$ cat src/rtl/led_scan_ctrl.sv
// led_scan_ctrl
// Time-multiplexed scan controller for a multi-digit 7-segment display.
// It holds one 5-bit code {dp, hex[3:0]} per digit position. Each digit gets
// one slot: BLANK_CYCLES of blanking, then SHOW_CYCLES lit. During the lit
// part, the digit's code goes to the shared segment decoder and its
// active-low common line is pulled low.
//
// Ports:
//   i_clk, i_rst_n     clock; asynchronous active-low reset
//   i_wr_en            write strobe for the digit buffer
//   i_wr_addr          digit position to write (0 = rightmost)
//   i_wr_data          digit code {dp, hex}
//   i_dig_en           per-digit enable; a disabled digit keeps its slot but stays dark
//   o_dig_ctrl         code presented to the segment decoder
//   o_dec_en           decoder enable (active-high)
//   o_dig_com          active-low digit commons (at most one low)
//   o_cur_idx          index of the current slot
//   o_frame_tick       one-cycle pulse after the last digit's SHOW of each frame
// All outputs are registered, so no input reaches an output combinationally.
module led_scan_ctrl #(
  parameter int NUM_DIGITS   = 8,
  parameter int SHOW_CYCLES  = 50000,
  parameter int BLANK_CYCLES = 500,
  parameter int AW           = $clog2(NUM_DIGITS)
) (
  input  logic                  i_clk,
  input  logic                  i_rst_n,
  input  logic                  i_wr_en,
  input  logic [AW-1:0]         i_wr_addr,
  input  logic [4:0]            i_wr_data,
  input  logic [NUM_DIGITS-1:0] i_dig_en,
  output logic [4:0]            o_dig_ctrl,
  output logic                  o_dec_en,
  output logic [NUM_DIGITS-1:0] o_dig_com,
  output logic [AW-1:0]         o_cur_idx,
  output logic                  o_frame_tick
);

  localparam logic [0:0] ST_BLANK = 1'b0;
  localparam logic [0:0] ST_SHOW  = 1'b1;

  // The counter must reach the longer of the two state lengths minus one.
  localparam int CNT_MAX = (SHOW_CYCLES > BLANK_CYCLES) ? SHOW_CYCLES : BLANK_CYCLES;
  localparam int CW      = (CNT_MAX > 1) ? $clog2(CNT_MAX) : 1;

  localparam logic [CW-1:0] BLANK_LAST = CW'(BLANK_CYCLES - 1);
  localparam logic [CW-1:0] SHOW_LAST  = CW'(SHOW_CYCLES - 1);
  localparam logic [AW-1:0] IDX_LAST   = AW'(NUM_DIGITS - 1);

  logic [0:0]            state_q,    state_d;
  logic [CW-1:0]         cnt_q,      cnt_d;
  logic [AW-1:0]         idx_q,      idx_d;
  logic [4:0]            dig_buf_q [NUM_DIGITS];
  logic [4:0]            dig_buf_d [NUM_DIGITS];
  logic [4:0]            dig_ctrl_q, dig_ctrl_d;
  logic                  dec_en_q,   dec_en_d;
  logic [NUM_DIGITS-1:0] dig_com_q,  dig_com_d;
  logic                  tick_q,     tick_d;
  logic                  wr_addr_ok;

  // Out-of-range positions exist only when NUM_DIGITS is not a power of two.
  assign wr_addr_ok = ({{(32-AW){1'b0}}, i_wr_addr} < 32'(NUM_DIGITS));

  always_comb begin
    state_d    = state_q;
    cnt_d      = cnt_q;
    idx_d      = idx_q;
    dig_buf_d  = dig_buf_q;
    dig_ctrl_d = dig_ctrl_q;
    dec_en_d   = dec_en_q;
    dig_com_d  = dig_com_q;
    tick_d     = 1'b0;

    // The FSM reads dig_buf_q below, so a write on the capture edge shows
    // the old code; the new one appears in that digit's next slot.
    if (i_wr_en && wr_addr_ok) begin
      dig_buf_d[i_wr_addr] = i_wr_data;
    end

    case (state_q)
      ST_BLANK: begin
        if (cnt_q == BLANK_LAST) begin
          state_d    = ST_SHOW;
          cnt_d      = '0;
          dig_ctrl_d = dig_buf_q[idx_q];
          dec_en_d   = 1'b1;
          // A disabled digit still gets its slot and decoder enable, but its
          // common stays high so it remains dark.
          if (i_dig_en[idx_q]) begin
            dig_com_d = ~(NUM_DIGITS'(1) << idx_q);
          end else begin
            dig_com_d = '1;
          end
        end else begin
          cnt_d = cnt_q + CW'(1);
        end
      end
      default: begin
        if (cnt_q == SHOW_LAST) begin
          state_d   = ST_BLANK;
          cnt_d     = '0;
          dig_com_d = '1;
          dec_en_d  = 1'b0;
          if (idx_q == IDX_LAST) begin
            idx_d  = '0;
            tick_d = 1'b1;
          end else begin
            idx_d = idx_q + AW'(1);
          end
        end else begin
          cnt_d = cnt_q + CW'(1);
        end
      end
    endcase
  end

  always_ff @(posedge i_clk or negedge i_rst_n) begin
    if (!i_rst_n) begin
      state_q    <= ST_BLANK;
      cnt_q      <= '0;
      idx_q      <= '0;
      dig_ctrl_q <= '0;
      dec_en_q   <= 1'b0;
      dig_com_q  <= '1;
      tick_q     <= 1'b0;
      for (int i = 0; i < NUM_DIGITS; i++) begin
        dig_buf_q[i] <= '0;
      end
    end else begin
      state_q    <= state_d;
      cnt_q      <= cnt_d;
      idx_q      <= idx_d;
      dig_ctrl_q <= dig_ctrl_d;
      dec_en_q   <= dec_en_d;
      dig_com_q  <= dig_com_d;
      tick_q     <= tick_d;
      for (int i = 0; i < NUM_DIGITS; i++) begin
        dig_buf_q[i] <= dig_buf_d[i];
      end
    end
  end

  assign o_dig_ctrl   = dig_ctrl_q;
  assign o_dec_en     = dec_en_q;
  assign o_dig_com    = dig_com_q;
  assign o_cur_idx    = idx_q;
  assign o_frame_tick = tick_q;

endmodule

$ cat config.mk
export PLATFORM = sky130hd
export DESIGN_NAME = led_scan_ctrl
export DESIGN_NICKNAME = d
export VERILOG_FILES = /design/src/rtl/led_scan_ctrl.sv
export SDC_FILE = /design/constraint.sdc
export NUM_CORES = 1
export LEC_CHECK = 0
export CORE_ASPECT_RATIO = 1.5
export CORE_UTILIZATION = 56
export CTS_CLUSTER_DIAMETER = 100
export CTS_CLUSTER_SIZE = 12
export DETAILED_ROUTE_END_ITERATION = 10
export HOLD_SLACK_MARGIN = 0.02
export PLACE_DENSITY = 0.78
export SLEW_MARGIN = 20
export SYNTH_ARGS = -nofsm -noshare
export SYNTH_HDL_FRONTEND = slang
export SYNTH_SLANG_ARGS = --single-unit
$ cat constraint.sdc
create_clock -name i_clk -period 2.3 [get_ports i_clk]
set_clock_uncertainty 0.2 [all_clocks]
set_input_delay 0.345 -clock i_clk [delete_from_list [all_inputs] [get_ports i_clk]]
set_output_delay 0.345 -clock i_clk [all_outputs]
set_load 0.03 [all_outputs]
# Word level (Yosys, flattened, before mapping)
# Index checks and enable logic that the tools add are counted.
[word_totals] latch_bits=0 regBits=75 word_cells=60 rom_bits=0 mem_bits_rw=0 mem_count=0
[classes] order_cmp=4 n_reduce_logical=5 n_shift=1 div_mod_pow=0 n_mux=25 multipliers=0 n_eq_ne=4 n_bitwise=4 n_addsub=2
[op_table] cell="$mux 16" n=3
[op_table] cell="$bwmux 40" n=1
[op_table] cell="$mux 8" n=4
[op_table] cell="$add 16x1->16 const B" n=1
[op_table] cell="$eq 16x16->1 const B" n=1
[op_table] cell="$eq 16x9->1 const B" n=1
[op_table] cell="$bmux 5 s3" n=1
[op_table] cell="$demux 5 s3" n=1
[op_table] cell="$mux 5" n=3
[op_table] cell="$mux 1" n=10
[op_table] cell="$ge 4x4->1 const B" n=2
[op_table] cell="$not 3->4" n=2
[op_table] cell="$not 8->8" n=1
[op_table] cell="$shl 1x3->8 const A" n=1
[op_table] cell="$reduce_and 2->1" n=3
[op_table] cell="$lt 3x4->1 const B" n=1
[op_table] cell="$lt 4x1->1 const B" n=1
[op_table] cell="$add 3x1->3 const B" n=1
[op_table] cell="$bmux 1 s3" n=1
[op_table] cell="$eq 3x3->1 const B" n=1
[op_table] cell="$mux 3" n=1
[op_table] cell="$ne 2x1->1 const B" n=1
[op_table] cell="$reduce_bool 2->1" n=1
[op_table] cell="$logic_and 1x1->1" n=1
[op_table] cell="$not 1->1" n=1

# Logic depth before layout (Yosys ltp)
[logic_depth] depth_word=6 ltp_mapped=6 ltp_nobuf=5

# Worst setup path after synthesis
# Ideal clock, no wire load.
[synth_timing] kind="flip-flop to flip-flop" from="reg idx_q[0] (netlist: o_cur_idx[0])" to="reg dig_ctrl_q[2] (netlist: o_dig_ctrl[2])" synth_period_minus_slack_ns=2.268 path_slack_ns=0.032 path_stages_with_launch=7 t_arrival_ns=1.943 path_cell_list="dfrtp_1 buf_2 buf_2 mux4_2 nand2_1 nand2_1 mux2_2"
[synth_via] elab_chain_cells=4
[synth_lines] element="start, declared" line_no="52" rtl="logic [AW-1:0] idx_q, idx_d;"
[synth_lines] element="start signal, assigned" line_no="132" rtl="idx_q <= idx_d;"
[synth_lines] element="$not 3->4 (not written as such)" line_no="85" rtl="dig_ctrl_d = dig_buf_q[idx_q];"
[synth_lines] element="$bmux 5 s3" line_no="85"
[synth_lines] element="$mux 5 (not written as such) (2 in series)" line_no="85"
[synth_lines] element="end signal, assigned" line_no="133" rtl="dig_ctrl_q <= dig_ctrl_d;"
[synth_lines] element="end, declared" line_no="55" rtl="logic [4:0] dig_ctrl_q, dig_ctrl_d;"
# Every way passes these cells. The select of a mux whose other input is x is not followed.
# A chain may end at the register's enable or synchronous reset.

# Worst setup path after layout
[layout_timing] from="reg idx_q[1] (netlist: o_cur_idx[1])" to="out o_cur_idx[1]"
[layout_rtl] element="end, declared" line_no="35" rtl="output logic [AW-1:0] o_cur_idx,"
# No word-level cell between the ends.

==> key figures <==
Logic synthesis
  – Synth area leaders: dfrtp_1, mux2_2, mux4_2
  – Post-Synth Simple-Gate Area: a little under an eighth
  – Syn_area_per_cell: ~13 µm²
  – Synth Cell Area: approximately 0.0035 mm²
  – Synth cell types: 33
  – Cell count after synthesis: 263
  – Post-synth EDFFs: 0
  – Post-synthesis mux area share: a little under a quarter
  – Asr flop ratio synth: 100%
  – XOR/XNOR Fraction of Synth Area: 3.47%
  – Post-synth top area share: 47.4%
  – Post-synthesis adder-cell area fraction: between 2 and 2.5%
  – Cell taking the most area after synthesis: dfrtp_1
  – Post-synthesis register bit count: 75
  – Sequential area share after synthesis: between 50 and 60%
  – Synth Flop Type: dfrtp_1
  – YS warnings: 0
  – Syn Nets: 289
  – Complex-gate fraction of the synthesized area: 3.65%
  – Main combinational cell family by area after synthesis: multiplexers

Finish
  – Multi-input gate area: 0.00159 mm²
  – Fillers: 462
  – Register area: 0.00189 mm²
  – Area grow syn2layout: 21.7%
  – Nets: ~350
  – Util after Layout: 70.2%
  – Layout cells sized above 1: 32.1%
  – Design Area, Final: roughly 0.0043 mm²
  – N_diodes: 0

Die
  – Core area: ~0.006 mm²
  – Cell Rows: 35
  – Starting density of the core: 57.7%
  – DIE WIDTH: about 67 µm
  – Top Ports: 37
  – Die area: roughly 0.0066 mm²
  – Die Ht: slightly below 100 µm

Place
  – Placed Instance Area: roughly 0.004 mm²
  – I/O Buffers: 36
  – Hpwl dp: 5250 µm
  – Placer congestion estimate: between 0.8 and 0.9

GRT
  – Via count of the first global-routing pass: approximately 2400
  – First-pass GRT wire length: roughly 12000 µm
  – Total congestion overflow: 0
  – GRT Util Overall: around a quarter
  – Maximum number of pins on one net before global-route repair: between 40 and 50
  – Initial antenna violation count: 0

Setup path
  – Delay-heaviest family, CP: buffers and inverters
  – Slowest-stage cell, CP: clkdlybuf4s50_1
  – Critical path required time: ~1800 ps
  – Worst path cell trace: clkdlybuf4s50_1
  – CP peak stage delay: 730 ps
  – Critical path arrival: approximately 1600 ps
  – Setup Crit Path Kind: reg -> out
  – Worst Path Buf+Inv: 1
  – Critical path fanouts, max: 7
  – Crit. End Element: primary output
  – R2r setup slk: between 150 and 200 ps
  – CP Launch Type: register

Hold path
  – Worst Hold Class: in -> async

Detailed routing
  – DRT iter0 DRCs: between 90 and 100
  – Via count: roughly 2300
  – Avg Vias per Cell: 5.82
  – WL/cell: ~18 µm
  – Antenna Nets Post-Route: 0
  – Routed WL: between 7000 and 8000 µm
  – Pre-antenna DRT Iters: 4
  – # DRC: 0

Status
  – Status: finished clean

Timing
  – Slew HR: 71.8%
  – Slew of the pin with the lowest slew margin: between 400 and 500 ps
  – Setup Total Neg Slack: 0 ps
  – RSZ-0062 raised after global routing: false
  – Minimum clock period after layout: 2150 ps
  – Final hold viol count: 0
  – Fin crit share: 93.5%
  – Final Max Tran Viols: 0
  – Setup violators final: 0
  – Fmax: around 0.46 GHz

Clock network
  – Cts bufs inserted: 9
  – TritonCTS clock tree: yes
  – Clk slew on worst S/H paths: about 80 ps
  – Clk_lat worst skew: ~360 ps
  – Post-CTS setup buffer count: 0
  – Clk root buf: clkbuf_8
  – CTS max path bufs: 2
  – CTS Sinks: 75
  – Depth of the CTS H-tree: 3

Power and ir drop
  – PwrDens: 695 mW/mm²
  – Lkg Pwr: roughly 1.8 nW
  – Peak supply drop: ~0.6 mV
  – Final total power: 0.00299 W

Flow run
  – Max-cap violations: 0
-- cells by family after synthesis --
group,Yosys count
XOR/XNOR,14
AND/OR/NAND/NOR,79
adder cells (fa/ha/maj),7
flip-flops,75
buffers and inverters,12
multiplexers,60
AO/OA/AOI/OAI,16
-- area by class of cell --
class,count,share of cell area (%)
sequential,75,43.9
multi-input combinational,176,37.0
timing repair buffer,53,11.6
clock buffer,10,3.20
tap,74,2.15
clock inverter,5,1.80
inverter,5,0.436
-- report_power, final --
group / internal (W) / switching, W / total [W]
registers: 0.00147 / 0.0000797 / 0.00155
clock network: 0.000630 / 0.000476 / 0.00111
logic: 0.000214 / 0.000116 / 0.000330
total: 0.00232 / 0.000672 / 0.00299
-- Yosys cell counts (all sizes together), types with 2 or more instances --
cell      n
clkbuf    2
nand2    24
a2bb2oi   8
nor4      5
buf       5
nand4bb   2
mux2     45
xor2      4
ha        7
or4       2
mux4     14
dfstp     8
nand4     5
nand4b    3
xnor2    10
nor3b     2
dfrtp    67
a21o      3
o21ai     4
nor3      8
nor2     18
nand3     5
inv       5
-- worst paths after layout --
path / end / cells after the start / startpoint
max: o_cur_idx[1] / 1 / o_cur_idx[1]
min: o_cur_idx[1] / 2 / i_rst_n
max reg2reg: o_dig_com[1] / 6 / cnt_q[11]
min reg2reg: o_dec_en / 1 / o_dec_en
max in group asynchronous: o_dig_com[2] / 3 / i_rst_n
min in group i_clk: o_dec_en / 1 / o_dec_en
-- cells in the final DEF, fill, tap and decap left out, drive strengths merged, types with 2 or more instances in the layout --
cell type,n
dfrtp,67
mux2,45
clkdlybuf4s50,35
nand2,24
nor2,18
buf,17
mux4,14
xnor2,10
clkbuf,10
nor3,8
a2bb2oi,8
dfstp,8
ha,7
nor4,5
nand3,5
inv,5
nand4,5
xor2,4
o21ai,4
a21o,3
nand4b,3
nand4bb,2
nor3b,2
bufinv,2
clkinv,2
or4,2
-- stage by stage --
step           setup slack, ps  hold WS (ps)  std cells
4_1_cts                    131           226        398
3_5_place_dp              99.1          77.6        382
2_1_floorplan             32.0          -151        263
5_1_grt                   73.1           254        398
3_3_place_gp               178          75.6        382
6_report                   149           221        398
-- routing by layer --
metal	vias up	GRT usage, %	share of wire [%]
li1	1077	-	-
met1	1180	29.5	39
met2	51	43.0	55
met3	10	6.54	4.1
met4	0	9.66	1.7
met5	-	0	0
-- state kept, by name, indices dropped and copies added (netlist names) --
signal,flops
o_frame_tick,1
o_dig_com,8
o_dig_ctrl,5
state_q,1
dig_buf_q,40
o_dec_en,1
o_cur_idx,3
cnt_q,16
-- repair_timing --
| action | 4_1_cts | 5_1_grt |
|---|---|---|
| hold endpoints to repair | 12 | 0 |
| resized for setup | 0 | 0 |
| hold buffers | 1 | 0 |
No activity file was read; power rests on OpenSTA's default activity.
